## src/rtl/fpu_seq_pkg.sv

```systemverilog
// Shared types and helpers for the FPU operand/result sequencer.
//   seq_state_t  : sequencer FSM states
//   fpu_result_t : one captured FPU result (data, status, flags), 37 bits packed
//   idx_width()  : index width for an N-entry memory, never less than 1 bit
package fpu_seq_pkg;

    localparam int RES_W = 37;

    typedef enum logic [2:0] {
        IDLE,
        LOAD,
        WAIT,
        CAPTURE,
        DONE
    } seq_state_t;

    typedef struct packed {
        logic [31:0] data;
        logic [3:0]  status;
        logic        flags;
    } fpu_result_t;

    function automatic int idx_width(input int n);
        return (n > 1) ? $clog2(n) : 1;
    endfunction

endpackage

```

## src/rtl/fpu_result_buf.sv

```systemverilog
// Result storage for the sequencer: DEPTH entries of one packed fpu_result_t.
// One write port and one registered read port (1-cycle latency).
//   clk_i    : clock, rising edge
//   rst_i    : synchronous active-high reset, clears the read register only
//   we_i     : write enable
//   waddr_i  : write index; out-of-range writes are dropped
//   wdata_i  : packed result to store
//   raddr_i  : read index; out-of-range reads return 0
//   rdata_o  : registered read data
// A read and a write to the same entry in one cycle returns the old contents.
module fpu_result_buf
    import fpu_seq_pkg::*;
#(
    parameter int DEPTH = 8,
    localparam int AW = idx_width(DEPTH)
) (
    input  logic             clk_i,
    input  logic             rst_i,
    input  logic             we_i,
    input  logic [AW-1:0]    waddr_i,
    input  logic [RES_W-1:0] wdata_i,
    input  logic [AW-1:0]    raddr_i,
    output logic [RES_W-1:0] rdata_o
);

    logic [RES_W-1:0] mem_q [DEPTH];
    logic [RES_W-1:0] rdata_q;

    // Storage is deliberately not reset.
    always_ff @(posedge clk_i) begin
        if (we_i && (int'(waddr_i) < DEPTH)) begin
            mem_q[waddr_i] <= wdata_i;
        end
    end

    always_ff @(posedge clk_i) begin
        if (rst_i) begin
            rdata_q <= '0;
        end else if (int'(raddr_i) < DEPTH) begin
            rdata_q <= mem_q[raddr_i];
        end else begin
            rdata_q <= '0;
        end
    end

    assign rdata_o = rdata_q;

endmodule

```

## src/rtl/fpu_op_sequencer.sv

```systemverilog
// Initiator side of the FPU operand/result interface. The host loads operand
// pairs, pulses start, and the sequencer feeds each pair to the FPU, restarts
// it, waits its compute latency and captures the result into a buffer that
// the host reads back.
//
// state   | meaning
// --------+-----------------------------------------------------------
// IDLE    | waiting for start; operand memory writable
// LOAD    | register operands of pair idx, pulse fpu_rst_out
// WAIT    | FPU computing; wait_q runs 0..FPU_LATENCY-1
// CAPTURE | store FPU result for pair idx, advance or finish
// DONE    | one-cycle done pulse, then back to IDLE
//
// Ports:
//   clock100KHz, reset     : clock (rising edge), synchronous active-high reset
//   start, busy, done      : run request, run-in-progress, completion pulse
//   cfg_we/addr/a/b        : operand pair write (IDLE only)
//   op_A_out, op_B_out     : operands to the FPU
//   fpu_rst_out            : one-cycle FPU restart per pair
//   fpu_data/status/flags_in : FPU result inputs
//   rd_addr, rd_data/status/flags : registered result read-back
//   count_out              : results captured in the current/last run
module fpu_op_sequencer
    import fpu_seq_pkg::*;
#(
    parameter int N_PAIRS     = 8,
    parameter int FPU_LATENCY = 4,
    localparam int IW = idx_width(N_PAIRS),
    localparam int CW = $clog2(N_PAIRS + 1),
    localparam int WW = idx_width(FPU_LATENCY)
) (
    input  logic          clock100KHz,
    input  logic          reset,
    input  logic          start,
    output logic          busy,
    output logic          done,
    input  logic          cfg_we,
    input  logic [IW-1:0] cfg_addr,
    input  logic [31:0]   cfg_a,
    input  logic [31:0]   cfg_b,
    output logic [31:0]   op_A_out,
    output logic [31:0]   op_B_out,
    output logic          fpu_rst_out,
    input  logic [31:0]   fpu_data_in,
    input  logic [3:0]    fpu_status_in,
    input  logic          fpu_flags_in,
    input  logic [IW-1:0] rd_addr,
    output logic [31:0]   rd_data,
    output logic [3:0]    rd_status,
    output logic          rd_flags,
    output logic [CW-1:0] count_out
);

    localparam logic [IW-1:0] LAST_IDX  = IW'(N_PAIRS - 1);
    localparam logic [WW-1:0] LAST_WAIT = WW'(FPU_LATENCY - 1);

    seq_state_t    state_q, state_d;
    logic [IW-1:0] idx_q;
    logic [WW-1:0] wait_q;
    logic [CW-1:0] count_q;
    logic [31:0]   op_a_q, op_b_q;

    logic [31:0]   op_a_mem [N_PAIRS];
    logic [31:0]   op_b_mem [N_PAIRS];

    fpu_result_t   wr_res;
    fpu_result_t   rd_res;
    logic [RES_W-1:0] rd_vec;

    // Operand memory is frozen outside IDLE, so a run always sees the pairs
    // that were present when it started.
    always_ff @(posedge clock100KHz) begin
        if (cfg_we && (state_q == IDLE) && (int'(cfg_addr) < N_PAIRS)) begin
            op_a_mem[cfg_addr] <= cfg_a;
            op_b_mem[cfg_addr] <= cfg_b;
        end
    end

    always_ff @(posedge clock100KHz) begin
        if (reset) begin
            state_q <= IDLE;
            idx_q   <= '0;
            wait_q  <= '0;
            count_q <= '0;
            op_a_q  <= '0;
            op_b_q  <= '0;
        end else begin
            state_q <= state_d;
            case (state_q)
                IDLE: begin
                    if (start) begin
                        idx_q   <= '0;
                        count_q <= '0;
                    end
                end
                LOAD: begin
                    op_a_q <= op_a_mem[idx_q];
                    op_b_q <= op_b_mem[idx_q];
                    wait_q <= '0;
                end
                WAIT: begin
                    wait_q <= wait_q + 1'b1;
                end
                CAPTURE: begin
                    count_q <= count_q + 1'b1;
                    // idx stops at the last pair rather than wrapping.
                    if (idx_q != LAST_IDX) begin
                        idx_q <= idx_q + 1'b1;
                    end
                end
                default: ;
            endcase
        end
    end

    always_comb begin
        state_d     = state_q;
        busy        = 1'b0;
        done        = 1'b0;
        fpu_rst_out = 1'b0;
        case (state_q)
            IDLE: begin
                if (start) state_d = LOAD;
            end
            LOAD: begin
                busy        = 1'b1;
                fpu_rst_out = 1'b1;
                state_d     = WAIT;
            end
            WAIT: begin
                busy = 1'b1;
                if (wait_q == LAST_WAIT) state_d = CAPTURE;
            end
            CAPTURE: begin
                busy    = 1'b1;
                state_d = (idx_q == LAST_IDX) ? DONE : LOAD;
            end
            DONE: begin
                done    = 1'b1;
                state_d = IDLE;
            end
            default: state_d = IDLE;
        endcase
    end

    // FPU inputs are sampled only while in CAPTURE; anything the FPU drives
    // during its latency window never reaches the buffer.
    assign wr_res = '{data: fpu_data_in, status: fpu_status_in, flags: fpu_flags_in};

    fpu_result_buf #(
        .DEPTH (N_PAIRS)
    ) u_result_buf (
        .clk_i   (clock100KHz),
        .rst_i   (reset),
        .we_i    (state_q == CAPTURE),
        .waddr_i (idx_q),
        .wdata_i (wr_res),
        .raddr_i (rd_addr),
        .rdata_o (rd_vec)
    );

    assign rd_res    = rd_vec;
    assign rd_data   = rd_res.data;
    assign rd_status = rd_res.status;
    assign rd_flags  = rd_res.flags;

    assign op_A_out  = op_a_q;
    assign op_B_out  = op_b_q;
    assign count_out = count_q;

endmodule

```

## config.mk

```make
export PLATFORM = sky130hd
export DESIGN_NAME = fpu_op_sequencer
export DESIGN_NICKNAME = d
export VERILOG_FILES = /design/src/rtl/fpu_seq_pkg.sv /design/src/rtl/fpu_result_buf.sv /design/src/rtl/fpu_op_sequencer.sv
export SDC_FILE = /design/constraint.sdc
export NUM_CORES = 1
export LEC_CHECK = 0
export ABC_CLOCK_PERIOD_IN_PS = 12500
export CAP_MARGIN = 20
export CORE_ASPECT_RATIO = 0.75
export CORE_MARGIN = 2
export CORE_UTILIZATION = 60
export CTS_CLUSTER_DIAMETER = 50
export DETAILED_ROUTE_END_ITERATION = 12
export PLACE_DENSITY = 0.9
export SLEW_MARGIN = 5
export SYNTH_ARGS = -nofsm -noshare
export SYNTH_HDL_FRONTEND = slang
export SYNTH_SLANG_ARGS = --single-unit
```

## constraint.sdc

```tcl
create_clock -name clock100KHz -period 12.5 [get_ports clock100KHz]
set_input_delay 1.25 -clock clock100KHz [delete_from_list [all_inputs] [get_ports clock100KHz]]
set_output_delay 1.25 -clock clock100KHz [all_outputs]
set_load 0.1 [all_outputs]
```

==> qor.yml, run 1 <==
worst_pin_slew_ns: 1.16
placedCellCount: 2780
cpPeakStageDelay_ns: 1.25
area_growth_pct: 16.9
critPathKind: "flop to output pin"
worstHoldPathCells: 2
place_congestion: 0.758
core-area_um2: 56200
asyncSetResetFlopFracSynth_pct: 0
yosysWarnings: 0
syn_nets: 2044
dieWidth_um: 280
cts_hold_buffers: 0
grt_pass1_vias: 19353
grt_use_total_pct: 26.4
crit_slowest_cell: "clkdlybuf4s50_1"
cp.required_ns: 11.25
cts.sinks: 921
grt_overflow: 0
drtAntennaViolNets: 0
syn_area_um2: 34300
die_h_um: 211
total_power_w: 0.00660
finalNonFillerCells: 2943
cp.arrival_ns: 3.67
ir_drop_mv: 0.186
startpoint_type: "flop"
synth_edf_count: 808
critical_path_depth: 4
cts.clk_slew.worst_paths_ns: 0.06
initial_core_util_pct: 61.0
hpwl_um: 39700
endpoint_kind: "output pin"
fin_tns_setup_ns: 0
hold_path.class: "flop to flop"
final_common_cell: "edfxtp_1"
slew-limit-headroom_pct: 22.5
synth.distinct_cells: 35
cts_setup_buffers: 0
cpLargestDelayFamily: "buffers and inverters"
synth_top_area_share_pct: 70.8
grt_start_max_net_pins: 179
cts_root_buffer: "clkbuf_16"
ctsResizeCount: 0
clockBufferDepth: 3
finalCritPeriodShare_pct: 39.4
cts_tree: "done"
rows: 75
antenna_found_initial: 9
period_needed_ns: 4.92
cts_made_buffers: 83
nets: 2251
power_density_nw_per_um2: 165
cp_num_buf_inv: 3
ys_seq_area_share_pct: 77.4
h-tree-depth: 3
timing.hold.ws_ns: 0.497
synth_area_leaders: "edfxtp_1, dfxtp_1, mux2i_1, mux4_2, a211oi_1"
num_vias: 19039
avgSynthCellArea_um2: 17.8
n_fill_cell: 3146
path_max_fanout: 43
ys_ff_latch: 921
ios: 219
drive_gt1_share_pct: 12.1
setup_violations: 0
rsz0062_at_grt: "false"
die-area_um2: 59000
drc: 0
yosys.area.top_type: "edfxtp_1"
grt_pass1_wl_um: 116000
drt-wirelength-per-cell_um: 26.4
final_cell_mix: "edfxtp_1, clkdlybuf4s50_1, mux2i_1"
port_buffers: 218
r2r_cells: 6
maxSlewViolCount: 0
hold_violations: 0
clk_latency_ns: 0.64
p_leak_nw: 12.4
synthFlopType: "edfxtp_1"
max_freq_mhz: 203
finClkSkew_ns: 0.0334
routed_wl_um: 77800
viasPerCell: 6.47
cap_violations: 0
crit_chain: "or3b_1 -> buf_4 -> clkinv_2 -> clkdlybuf4s50_1"
drtIter0Drc: 2112
dr.pass1.iters: 6
synth_cells: 1929
status: "finished, final reports clean"
[sequential cells by signal (all words and copies together) (netlist names)]
name / cells
u_result_buf.mem_q: 296
op_a_mem: 256
op_b_mem: 256
u_result_buf.rdata_o: 37
op_A_out: 32
op_B_out: 32
count_out: 4
idx_q: 3
state_q: 3
wait_q: 2
[report_power, final]
| group | switching [W] | total [W] | internal (W) |
|---|---|---|---|
| clock network | 0.00113 | 0.00264 | 0.00151 |
| logic | 0.000376 | 0.000519 | 0.000143 |
| registers | 0.0000324 | 0.00344 | 0.00341 |
[kinds of logic after synthesis]
family / share of synthesized area (%)
flip-flops: 77.4
AO/OA/AOI/OAI: 6.63
multiplexers: 10.8
AND/OR/NAND/NOR: 3.27
buffers and inverters: 1.74
adder cells (fa/ha/maj): 0.146
XOR/XNOR: 0.0256
[layer usage]
layer | vias up | wire length [um] | global-route usage (%)
li1 | 8106 | - | -
met1 | 9707 | 28600 | 33.2
met4 | 4 | 2390 | 9.35
met3 | 198 | 6510 | 6.23
met2 | 1024 | 40300 | 45.4
met5 | - | 28 | 0
[path summary, 6_finish.rpt]
check / start / to / slack, ns
setup / recovery: state_q[0]$_SDFFE_PP0P_ / fpu_rst_out / 7.58
hold / removal: op_B_out[28]$_SDFFE_PP0P_ / op_B_out[28]$_SDFFE_PP0P_ / 0.50
setup reg to reg: idx_q[1]$_SDFFE_PP0P_ / op_B_out[11]$_SDFFE_PP0P_ / 9.12
hold reg to reg: op_B_out[28]$_SDFFE_PP0P_ / op_B_out[28]$_SDFFE_PP0P_ / 0.50
[synth_stat cells, types with 36 or more instances]
master and n:
dfxtp_1 113, mux2i_1 202, a211oi_1 106, o21ai_0 36, nor2_1 184, a21oi_1 74
edfxtp_1 808, clkbuf_1 62, nand3_1 38, mux4_2 74, buf_2 48
[per-stage QoR]
| step | utilization (%) | instance area, um2 | setup WS (ns) |
|---|---|---|---|
| floorplan | - | 34300 | 5.89 |
| global placement | 66.1 | 37100 | 8.27 |
| detailed placement | 66.1 | 37100 | 8.19 |
| CTS | 71.1 | 40000 | 7.58 |
| global route | 71.2 | 40000 | 7.47 |
| finish | 71.2 | 40000 | 7.58 |
[area by class of cell]
cell class	count	area [um2]	area share, %
clock buffers	101	2220	5.54
inverters	2	8.76	0.0219
flip-flops and latches	921	26500	66.3
repair buffers	251	2450	6.13
clock inverters	52	624	1.56
diodes	8	20.0	0.0500
well taps	731	915	2.28
multi-input cells	877	7260	18.1
[tightest hold or removal path, cell delays in order, from the launching register on]
cell and delay, ns:
dfxtp_1 0.31, nor2_1 0.09, a211oi_1 0.05
No activity file was read; power rests on OpenSTA's default activity.
==> run 2: changes to the inputs <==
--- a/config.mk
+++ b/config.mk
@@ -5,14 +5,14 @@
 export SDC_FILE = /design/constraint.sdc
 export NUM_CORES = 1
 export LEC_CHECK = 0
-export ABC_CLOCK_PERIOD_IN_PS = 12500
+export ABC_CLOCK_PERIOD_IN_PS = 5100
 export CAP_MARGIN = 20
 export CORE_ASPECT_RATIO = 0.75
 export CORE_MARGIN = 2
-export CORE_UTILIZATION = 60
+export CORE_UTILIZATION = 59
 export CTS_CLUSTER_DIAMETER = 50
 export DETAILED_ROUTE_END_ITERATION = 12
-export PLACE_DENSITY = 0.9
+export PLACE_DENSITY = 0.88
 export SLEW_MARGIN = 5
 export SYNTH_ARGS = -nofsm -noshare
 export SYNTH_HDL_FRONTEND = slang
==> constraint.sdc (replaced) <==
create_clock -name clock100KHz -period 5.1 [get_ports clock100KHz]
set_input_delay 0.51 -clock clock100KHz [delete_from_list [all_inputs] [get_ports clock100KHz]]
set_output_delay 0.51 -clock clock100KHz [all_outputs]
set_load 0.1 [all_outputs]
==> run 2 against run 1 <==
Effect of this change:
- first-iteration DRC count up 9.4%
- cell count rose by 1.7%
- critical path depth is the same
- register-to-register slack worse by 7.5 ns
- sequential cell count unchanged
- clock skew decreased by 0.0047 ns
- combinational power is 150% higher
- die area up 1.7%
- utilization shrank 1.7 points
- hold slack improved by 0.00083 ns
==> qor.yml, run 2 (same netlist as run 1, synthesis figures left out) <==
largest_reg_flops: 296
min_to: "op_B_out[30]$_SDFFE_PP0P_"
maxSlewViolCount: 0
final_cell_mix: "edfxtp_1, clkdlybuf4s50_1, mux2i_1"
min_from: "op_B_out[30]$_SDFFE_PP0P_"
dr.pass1.iters: 6
cp.arrival_ns: 3.79
hold_path.class: "flop to flop"
timing.rr.start: "state_q[2]$_SDFFE_PP0P_"
place_congestion: 0.782
cts_tree: "done"
critPathKind: "flop to flop"
p_int_w: 0.0120
p_seq_share_pct: 53.6
swShare_pct: 23.6
crit_slowest_cell: "nor4b_1"
reg.largest.list: "u_result_buf.mem_q x296, op_a_mem x256, op_b_mem x256"
n_fill_cell: 3378
largest-register: "u_result_buf.mem_q"
worst_pin_slew_ns: 1.14
path_max_fanout: 27
cts.clk_slew.worst_paths_ns: 0.06
area_growth_pct: 16.6
core-area_um2: 57400
grt_overflow: 0
total_switching_power_w: 0.00373
drc: 0
cp.required_ns: 5.37
clockBufferDepth: 3
hpwl_um: 42100
finalCritPeriodShare_pct: 69.0
drtIter0Drc: 2310
antenna_found_initial: 10
period_needed_ns: 3.52
max_freq_mhz: 284
power_frac_comb_pct: 8.1
crit_chain: "nor4b_1 -> nand2_1 -> nor2_4 -> buf_4"
hold_violations: 0
r2r_cells: 4
p_leak_nw: 12.3
startpoint: "state_q[2]$_SDFFE_PP0P_"
rows: 76
status: "finished, final reports clean"
dieWidth_um: 282
viasPerCell: 6.29
slew-limit-headroom_pct: 24.3
p_clk_share_pct: 38.3
grt_start_max_net_pins: 196
rrSetupSlack_ns: 1.58
setup_violations: 0
drive_gt1_share_pct: 12.1
cpPeakStageDelay_ns: 0.98
ios: 219
total_power_w: 0.0158
h-tree-depth: 3
rsz0062_at_grt: "false"
final_common_cell: "edfxtp_1"
die-area_um2: 60000
grt_pass1_wl_um: 115000
num_vias: 18836
ctsResizeCount: 0
routed_wl_um: 76900
grt_use_total_pct: 25.7
cts_made_buffers: 84
port_buffers: 218
cts.sinks: 921
clk_latency_ns: 0.64
worst_slack_ns: 1.58
ir_drop_mv: 0.297
pre_cts_ws_ns: 1.19
drt-wirelength-per-cell_um: 25.7
die_h_um: 213
initial_core_util_pct: 59.7
nets: 2254
cap_violations: 0
cts_root_buffer: "clkbuf_16"
grt_pass1_vias: 19093
fin_tns_setup_ns: 0
finClkSkew_ns: 0.0287
endpoint_kind: "flop"
r2r_end: "op_a_mem[3][23]$_DFFE_PP_"
cts_setup_buffers: 0
drtAntennaViolNets: 0
cts_hold_buffers: 0
startpoint_type: "flop"
power_density_nw_per_um2: 395
worstHoldPathCells: 2
[run 2: cell types whose count changed in the layout (fill, tap and decap cells not counted), sizes merged]
| cell | previous run | this run |
|---|---|---|
| clkbuf | 101 | 114 |
| bufinv | 11 | 2 |
| clkinv | 34 | 31 |
| clkinvlp | 4 | 7 |
| diode | 8 | 5 |
| buf | 39 | 40 |
| clkdlybuf4s50 | 212 | 213 |
| inv | 5 | 4 |
[run 2: per-layer routing]
metal | global-route usage, % | part of all wire, % | vias to the layer above
li1 | - | - | 8114
met1 | 33.7 | 38 | 9543
met2 | 43.1 | 50 | 1010
met3 | 5.78 | 9.3 | 159
met4 | 8.83 | 2.7 | 10
met5 | 0 | 0.086 | -
[run 2: how the worst max path moves through the flow]
stage | endpoint | cells past startpoint
after CTS | op_a_mem[2][24]$_DFFE_PP_ | 4
after floorplan | u_result_buf.mem_q[4][0]$_DFFE_PP_ | 5
after global routing | op_a_mem[2][17]$_DFFE_PP_ | 4
after global placement | op_a_mem[2][23]$_DFFE_PP_ | 5
after detailed placement | op_a_mem[2][23]$_DFFE_PP_ | 5
final | op_a_mem[3][23]$_DFFE_PP_ | 4
[run 2: final cells by class]
type / count / area [um2] / share of cell area (%)
multi-input cells: 877 / 7280 / 18.2
clock buffers: 114 / 2320 / 5.80
clock inverters: 42 / 334 / 0.837
inverters: 2 / 8.76 / 0.0219
diodes: 5 / 12.5 / 0.0313
repair buffers: 253 / 2470 / 6.18
flip-flops and latches: 921 / 26500 / 66.5
well taps: 780 / 976 / 2.44
[run 2: power groups by stage]
stage	Sequential [W]	Combinational, W	Clock, W
floorplan	0.00908	0.000342	0
global placement	0.00859	0.00124	0
detailed placement	0.00860	0.00127	0
CTS	0.00844	0.00128	0.00610
global route	0.00845	0.00133	0.00640
finish	0.00845	0.00128	0.00604
[run 2: per-stage QoR]
step	instances	utilization, %	area (um2)	hold WS (ns)
after CTS	2989	69.5	39900	0.503
final	2994	69.5	39900	0.498
after detailed placement	2833	64.9	37300	0.494
after global routing	2991	69.5	39900	0.522
after global placement	2833	64.9	37300	0.487
after floorplan	1929	-	34300	0.483
[run 2: worst max-delay path: cells and delay by family, from the launching register on]
family	cells	cell delay (ns)
flip-flops	1	0.42
AND/OR/NAND/NOR	3	2.17
buffers and inverters	1	0.53
